==> config.mk <==
export PLATFORM = sky130hd
export DESIGN_NAME = pc_redirect_unit
export DESIGN_NICKNAME = d
export VERILOG_FILES = /design/src/rtl/pc_redirect_unit.sv
export SDC_FILE = /design/constraint.sdc
export NUM_CORES = 1
export LEC_CHECK = 0
export ABC_CLOCK_PERIOD_IN_PS = 3200
export CORE_MARGIN = 8
export CORE_UTILIZATION = 40
export CTS_CLUSTER_SIZE = 25
export DETAILED_ROUTE_END_ITERATION = 7
export MAX_ROUTING_LAYER = met4
export PLACE_DENSITY = 0.72
export SLEW_MARGIN = 5
export SYNTH_ARGS = -nofsm -noshare
export SYNTH_HDL_FRONTEND = slang
export SYNTH_SLANG_ARGS = --single-unit
==> constraint.sdc <==
create_clock -name clk -period 3.2 [get_ports clk]
set_clock_uncertainty 0.15 [all_clocks]
set_input_delay 0.48 -clock clk [delete_from_list [all_inputs] [get_ports clk]]
set_output_delay 0.48 -clock clk [all_outputs]
set_load 0.005 [all_outputs]
==> src/rtl/pc_redirect_unit.sv <==
// PC owner and branch/jump redirect controller with multi-cycle front-end flush.
// Optional misaligned-target trap enabled by defining MISALIGN_TRAP_EN.
//
// state   | meaning
// --------+-----------------------------------------------------------
// RUN     | sequential fetch; taken branches in EX are accepted
// PENDING | taken branch captured under stall; waits for stall release
// FLUSH   | squashed front-end instructions draining; branches ignored
module pc_redirect_unit #(
  parameter int unsigned       XLEN         = 32,
  parameter logic [XLEN-1:0]   RESET_PC     = 32'h0000_0000,
  parameter int unsigned       FLUSH_CYCLES = 2
`ifdef MISALIGN_TRAP_EN
  , parameter logic [XLEN-1:0] TRAP_VECTOR  = 32'h0000_0100
`endif
) (
  input  logic            clk,
  input  logic            rst_n,
  input  logic            stall,
  input  logic            branch_valid,
  input  logic            branch_taken,
  input  logic            is_jalr,
  input  logic [XLEN-1:0] ex_pc,
  input  logic [XLEN-1:0] imm,
  input  logic [XLEN-1:0] rs1_data,
  output logic [XLEN-1:0] pc,
  output logic            flush,
  output logic            redirect
`ifdef MISALIGN_TRAP_EN
  , output logic            misalign_trap,
  output logic [XLEN-1:0] trap_addr
`endif
);

  typedef enum logic [1:0] {RUN, PENDING, FLUSH} state_t;

  localparam logic [2:0] CNT_INIT  = 3'(FLUSH_CYCLES - 1);
  localparam bit         ONE_CYCLE = (FLUSH_CYCLES == 1);

  state_t          state_q, state_d;
  logic [XLEN-1:0] pc_q, pc_d;
  logic [XLEN-1:0] pend_q, pend_d;
  logic [2:0]      cnt_q, cnt_d;
  logic            flush_q, flush_d;
  logic            redirect_q, redirect_d;

  logic [XLEN-1:0] jalr_sum;
  logic [XLEN-1:0] target_raw;
  logic [XLEN-1:0] redirect_tgt;
  logic [XLEN-1:0] load_pc;
  logic            take;
  logic            do_load;

`ifdef MISALIGN_TRAP_EN
  logic            trap_q, trap_d;
  logic [XLEN-1:0] taddr_q, taddr_d;
  logic            misaligned;
`endif

  always_comb begin
    jalr_sum     = rs1_data + imm;
    target_raw   = is_jalr ? (jalr_sum & {{(XLEN-1){1'b1}}, 1'b0}) : (ex_pc + imm);
    redirect_tgt = (state_q == PENDING) ? pend_q : target_raw;
`ifdef MISALIGN_TRAP_EN
    misaligned   = |redirect_tgt[1:0];
    load_pc      = misaligned ? TRAP_VECTOR : redirect_tgt;
`else
    load_pc      = redirect_tgt & {{(XLEN-2){1'b1}}, 2'b00};
`endif
    // The EX slot right after a one-cycle flush holds a squashed instruction.
    take = branch_valid & branch_taken & ~flush_q;
  end

  always_comb begin
    state_d    = state_q;
    pc_d       = pc_q;
    pend_d     = pend_q;
    cnt_d      = cnt_q;
    flush_d    = flush_q;
    redirect_d = 1'b0;
    do_load    = 1'b0;
`ifdef MISALIGN_TRAP_EN
    trap_d     = 1'b0;
    taddr_d    = taddr_q;
`endif

    case (state_q)
      RUN: begin
        if (!stall) flush_d = 1'b0;
        if (take && !stall) begin
          do_load = 1'b1;
        end else if (take) begin
          pend_d  = target_raw;
          state_d = PENDING;
        end else if (!stall) begin
          pc_d = pc_q + XLEN'(4);
        end
      end
      PENDING: begin
        if (!stall) do_load = 1'b1;
      end
      FLUSH: begin
        if (!stall) begin
          pc_d = pc_q + XLEN'(4);
          if (cnt_q == 3'd0) begin
            flush_d = 1'b0;
            state_d = RUN;
          end else begin
            cnt_d = cnt_q - 3'd1;
          end
        end
      end
      default: state_d = RUN;
    endcase

    if (do_load) begin
      pc_d       = load_pc;
      redirect_d = 1'b1;
      flush_d    = 1'b1;
      cnt_d      = CNT_INIT;
      state_d    = ONE_CYCLE ? RUN : FLUSH;
`ifdef MISALIGN_TRAP_EN
      trap_d     = misaligned;
      if (misaligned) taddr_d = redirect_tgt;
`endif
    end
  end

  always_ff @(posedge clk) begin
    if (!rst_n) begin
      state_q    <= RUN;
      pc_q       <= RESET_PC;
      pend_q     <= '0;
      cnt_q      <= 3'd0;
      flush_q    <= 1'b0;
      redirect_q <= 1'b0;
`ifdef MISALIGN_TRAP_EN
      trap_q     <= 1'b0;
      taddr_q    <= '0;
`endif
    end else begin
      state_q    <= state_d;
      pc_q       <= pc_d;
      pend_q     <= pend_d;
      cnt_q      <= cnt_d;
      flush_q    <= flush_d;
      redirect_q <= redirect_d;
`ifdef MISALIGN_TRAP_EN
      trap_q     <= trap_d;
      taddr_q    <= taddr_d;
`endif
    end
  end

  assign pc       = pc_q;
  assign flush    = flush_q;
  assign redirect = redirect_q;
`ifdef MISALIGN_TRAP_EN
  assign misalign_trap = trap_q;
  assign trap_addr     = taddr_q;
`endif

endmodule

Word-level counts from Yosys, hierarchy flattened

Index checks and enable logic that the tools add are counted.

Register bits: 71
Input bits: 102

$add $sub $neg: 4
Eq/ne operators: 16
Muxes and demuxes: 26
Bitwise operators: 8
Reductions and logical operators: 16

Operator list:

| operator                                             | number |
|---|---|
| 2-to-1 mux 32 bit                                    | 6 |
| adder 32 bit                                         | 2 |
| case mux 32 bit (2 select lines)                     | 1 |
| adder 32 x 3 -> 32 bit (second input constant)       | 1 |
| != test 3 bit (second input constant)                | 6 |
| AND reduction 3 bit                                  | 5 |
| != test 2 bit (second input constant)                | 7 |
| 2-to-1 mux 1 bit                                     | 11 |
| 2-to-1 mux 2 bit                                     | 5 |
| AND reduction 5 bit                                  | 2 |
| inverter 1 bit                                       | 6 |
| case mux 2 bit (3 select lines)                      | 1 |
| case mux 1 bit (2 select lines)                      | 2 |
| AND reduction 4 bit                                  | 1 |
| nonzero test 2 bit                                   | 2 |
| zero test 3 bit                                      | 1 |
| nonzero test 3 bit                                   | 1 |
| subtractor 3 x 1 -> 3 bit (second input constant)    | 1 |
| bitwise AND 1 bit                                    | 2 |
| equality test 2 x 1 -> 1 bit (second input constant) | 1 |
| equality test 2 bit (second input constant)          | 1 |
| zero test 2 bit                                      | 1 |
| != test 2 x 1 -> 1 bit (second input constant)       | 1 |
| OR reduction 2 bit                                   | 1 |
| other kinds (2)                                      | 2 |

Depth between registers and ports, before layout

Word-level depth: 7
Gate-level depth with buffers: 11
Mapped depth without buffers: 11

Least setup slack after synthesis

OpenSTA, ideal clock, no wires.

Path type: in2reg
From: input port ex_pc[6]
To: register pc_q[24] (netlist: pc[24])
Data arrival time: 2987 ps
Setup slack: -32 ps
Stages: 11
Path buffers: 0
Path through: ha_1 > and4_4 > a221o_1 > a211o_2 > o2bb2ai_4 > o31ai_4 > a311oi_1 > xnor2_1 > mux2i_1 > a22o_1 > a221oi_1

Cells in the longest elaborated chain, start to end: 4

Ends and longest elaborated chain:

| item                   | RTL line | source |
|---|---|---|
| start: declaration     | 23       | `input logic [XLEN-1:0] ex_pc,` |
| adder 32 bit           | 62       | `target_raw = is_jalr ? (jalr_sum & {{(XLEN-1){1'b1}}, 1'b0}) : (ex_pc + imm);` |
| 2-to-1 mux 32 bit      | 62       |  |
| 2-to-1 mux 32 bit      | 63       | `redirect_tgt = (state_q == PENDING) ? pend_q : target_raw;` |
| 2-to-1 mux 32 bit      | 116      | `if (do_load) begin` |
| end signal: assignment | 143      | `pc_q <= pc_d;` |
| end: declaration       | 41       | `logic [XLEN-1:0] pc_q, pc_d;` |

No other way between the ends.
A chain may end at the register's enable or synchronous reset.

Worst setup path in the final report

From: input port ex_pc[12]
To: register pc_q[23] (netlist: pc[23])

Same word-level chain as after synthesis.

==> results.cfg <==
[run_status]
status = finished clean

[synthesis]
synth_cell_types = 80
synth_area_per_cell_um2 = 7.425
yosysMostFrequentCell = a21oi_1
synth_commonest_cells = a21oi_1, nor2_1, o21ai_0
ys_ff_latch = 67
synthTopCellsByArea = dfxtp_1, ha_1, a21oi_1
synth_top_area_share_pct = 20.14
syn-instance-count = 897
async_flop_share_pct = 0
netlist_area_um2 = 6660
yosys.area.top_type = dfxtp_1
ys_seq_area_share_pct = 20.14
synth-edff-count = 0
synth_top_flop_cell = dfxtp_1
ys_warn_count = 0

[critical_path]
critPathSlowestCell = clkdlybuf4s50_1
crit_path_end_kind = flop
worstPathCellList = clkdlybuf4s50_1, ha_1, buf_4, a21oi_4, buf_4, o211ai_1, o2bb2ai_4, o31ai_4, buf_12, buf_4, a211oi_1, nor3_1, a31oi_1, buf_4, a21oi_1, o21a_1
critical_path_class = input port to flop
cpMostUsedCell = buf_4
arrival_ns = 3.25
cp.required_ns = 3.28
path_delay_family = compound AO/OA/AOI/OAI gates
path_buf_inv = 6
start_kind = input port
cp_max_fo = 7
slowest_delay_ns = 0.40

[clock_tree]
clk_pin_slew_ns = 0.05
cts.sinks = 67
cts.htree.levels = 3
tritoncts = done
clock_path_buffers = 2
postCtsHoldBufs = 0
cts-root-buf = clkbuf_16
cts_inserted_buffers = 9
clock_latency_ns = 0.34

[sta]
max_clock_freq_mhz = 314.9
post-route-min-period_ns = 3.176
setup_viol_count_final = 0
worst_pin_slew_ns = 0.8498
rsz0062_at_grt = true
slew-limit-headroom_pct = 43.23
finalHoldViolCount = 0
slew_viol_final = 0
hold_slack_ns = 0.3017
finalCritPeriodShare_pct = 99.24

[grt]
grt_max_degree = 49
grt_pass1_wl_um = 37470
grtUsageTotal_pct = 21.43
antenna_found_initial = 0
globalRouteOverflowTotal = 0
grt_pass1_vias = 7632

[die]
die_area_um2 = 21040
fp.dieW_um = 145.0
start_util_pct = 40.59
ios = 136
core_area_um2 = 16410
dieHeight_um = 145.0
rows = 47

[cells_and_area]
diodes = 0
fin_nets = 1352
final_area_um2 = 10530
utilization_pct = 64.17
drive_gt1_share_pct = 26.53
fill_cells = 1345
area_growth_pct = 58.09

[pwr]
p_leak_nw = 4.388
p_per_area_nw_per_um2 = 332.3
vdd_drop_max_mv = 0.3045

[placed_design]
io_buffers = 133
detailed_place_hpwl_um = 17630
routabilityCongestion = 0.9380
dpl_cell_area_um2 = 9430

[drt]
top_layer = met4
antenna_left = 0
vias = 8114
met1_length_um = 11280
viasPerCell = 5.751
drtIter0Drc = 719
first_pass_iters = 6
wl_met3_um = 1134
drt_wl_total_um = 23810
drc = 0
route.met2.wl_um = 10900
wire_per_inst_um = 16.87

[hold_path]
hold_path_class = flop to flop

[job]
drv_cap = 0
==> routing by layer <==
metal / vias to the layer above / global-route usage [%]
li1: 3959 / -
met1: 3807 / 28.89
met2: 302 / 33.11
met3: 46 / 2.332
met4: 0 / 6.365
met5: - / -
==> where the power goes <==
part           leakage [nW]  internal (mW)  total [mW]  switching [mW]
registers             0.546          0.882       0.927          0.0448
logic                  3.70          0.830        1.63           0.796
clock network         0.136          0.596       0.947           0.351
total                  4.39           2.31        3.50            1.19
==> state kept, by name, summed over array words and instances, names as in the netlist <==
register / count
flush: 1
pend_q: 30
cnt_q: 3
pc: 30
state_q: 2
redirect: 1
==> layout make-up <==
cell class | instances | area (um^2) | share of cell area [%]
Inverter | 24 | 90.09 | 0.8556
Multi-Input combinational cell | 765 | 5789 | 54.99
Clock inverter | 3 | 40.04 | 0.3803
Timing Repair Buffer | 320 | 2756 | 26.18
Clock buffer | 12 | 236.5 | 2.246
Sequential cell | 67 | 1341 | 12.74
Tap cell | 220 | 275.3 | 2.614
==> cells by family after synthesis <==
family                     after synthesis  share of synthesized area, %
AOI/OAI and AO/OA                      347                         34.47
xor gates and xnor gates                48                         6.312
adders and majority gates               63                         11.84
buffers and inverters                   66                         3.833
DFF                                     67                         20.14
muxes                                   12                         1.841
other                                    1                       0.05631
and+or+nand+nor                        293                         21.51
==> repair_timing <==
action,4_1_cts,5_1_grt
buffers inserted,9,14
pin swaps,52,51
endpoints found under the setup margin,33,28
gates resized for setup,95,91
==> worst paths after layout <==
path | startpoint | endpoint | slack (ns) | cells after the start
setup / recovery | ex_pc[12] | pc[23] | 0.02 | 16
hold / removal | cnt_q[0] | cnt_q[0] | 0.30 | 1
setup reg to reg | pc[3] | pc[31] | 0.27 | 10
hold reg to reg | cnt_q[0] | cnt_q[0] | 0.30 | 1
==> layout by cell type (no fill, tap or decap), drive strengths merged, types with 29 or more instances in the layout <==
cell | synthesis | layout
xnor2 | 29 | 29
nor2 | 96 | 96
buf | 4 | 187
clkdlybuf4s50 | 0 | 80
o21ai | 83 | 83
a211oi | 32 | 32
nand2 | 64 | 64
ha | 63 | 63
a21oi | 99 | 99
dfxtp | 67 | 67
==> metrics by stage <==
step                setup TNS (ns)  total power [mW]  cells  worst slack [ns]
floorplan                        0             1.694    898          0.008037
global placement            -16.86             2.325   1379           -0.6576
detailed placement          -19.34             2.348   1379           -0.7123
CTS                       -0.04757             3.374   1401          -0.01950
global route               -0.7427             3.686   1411          -0.08530
finish                           0             3.499   1411           0.02447
Power figures use the tool's default switching activity.
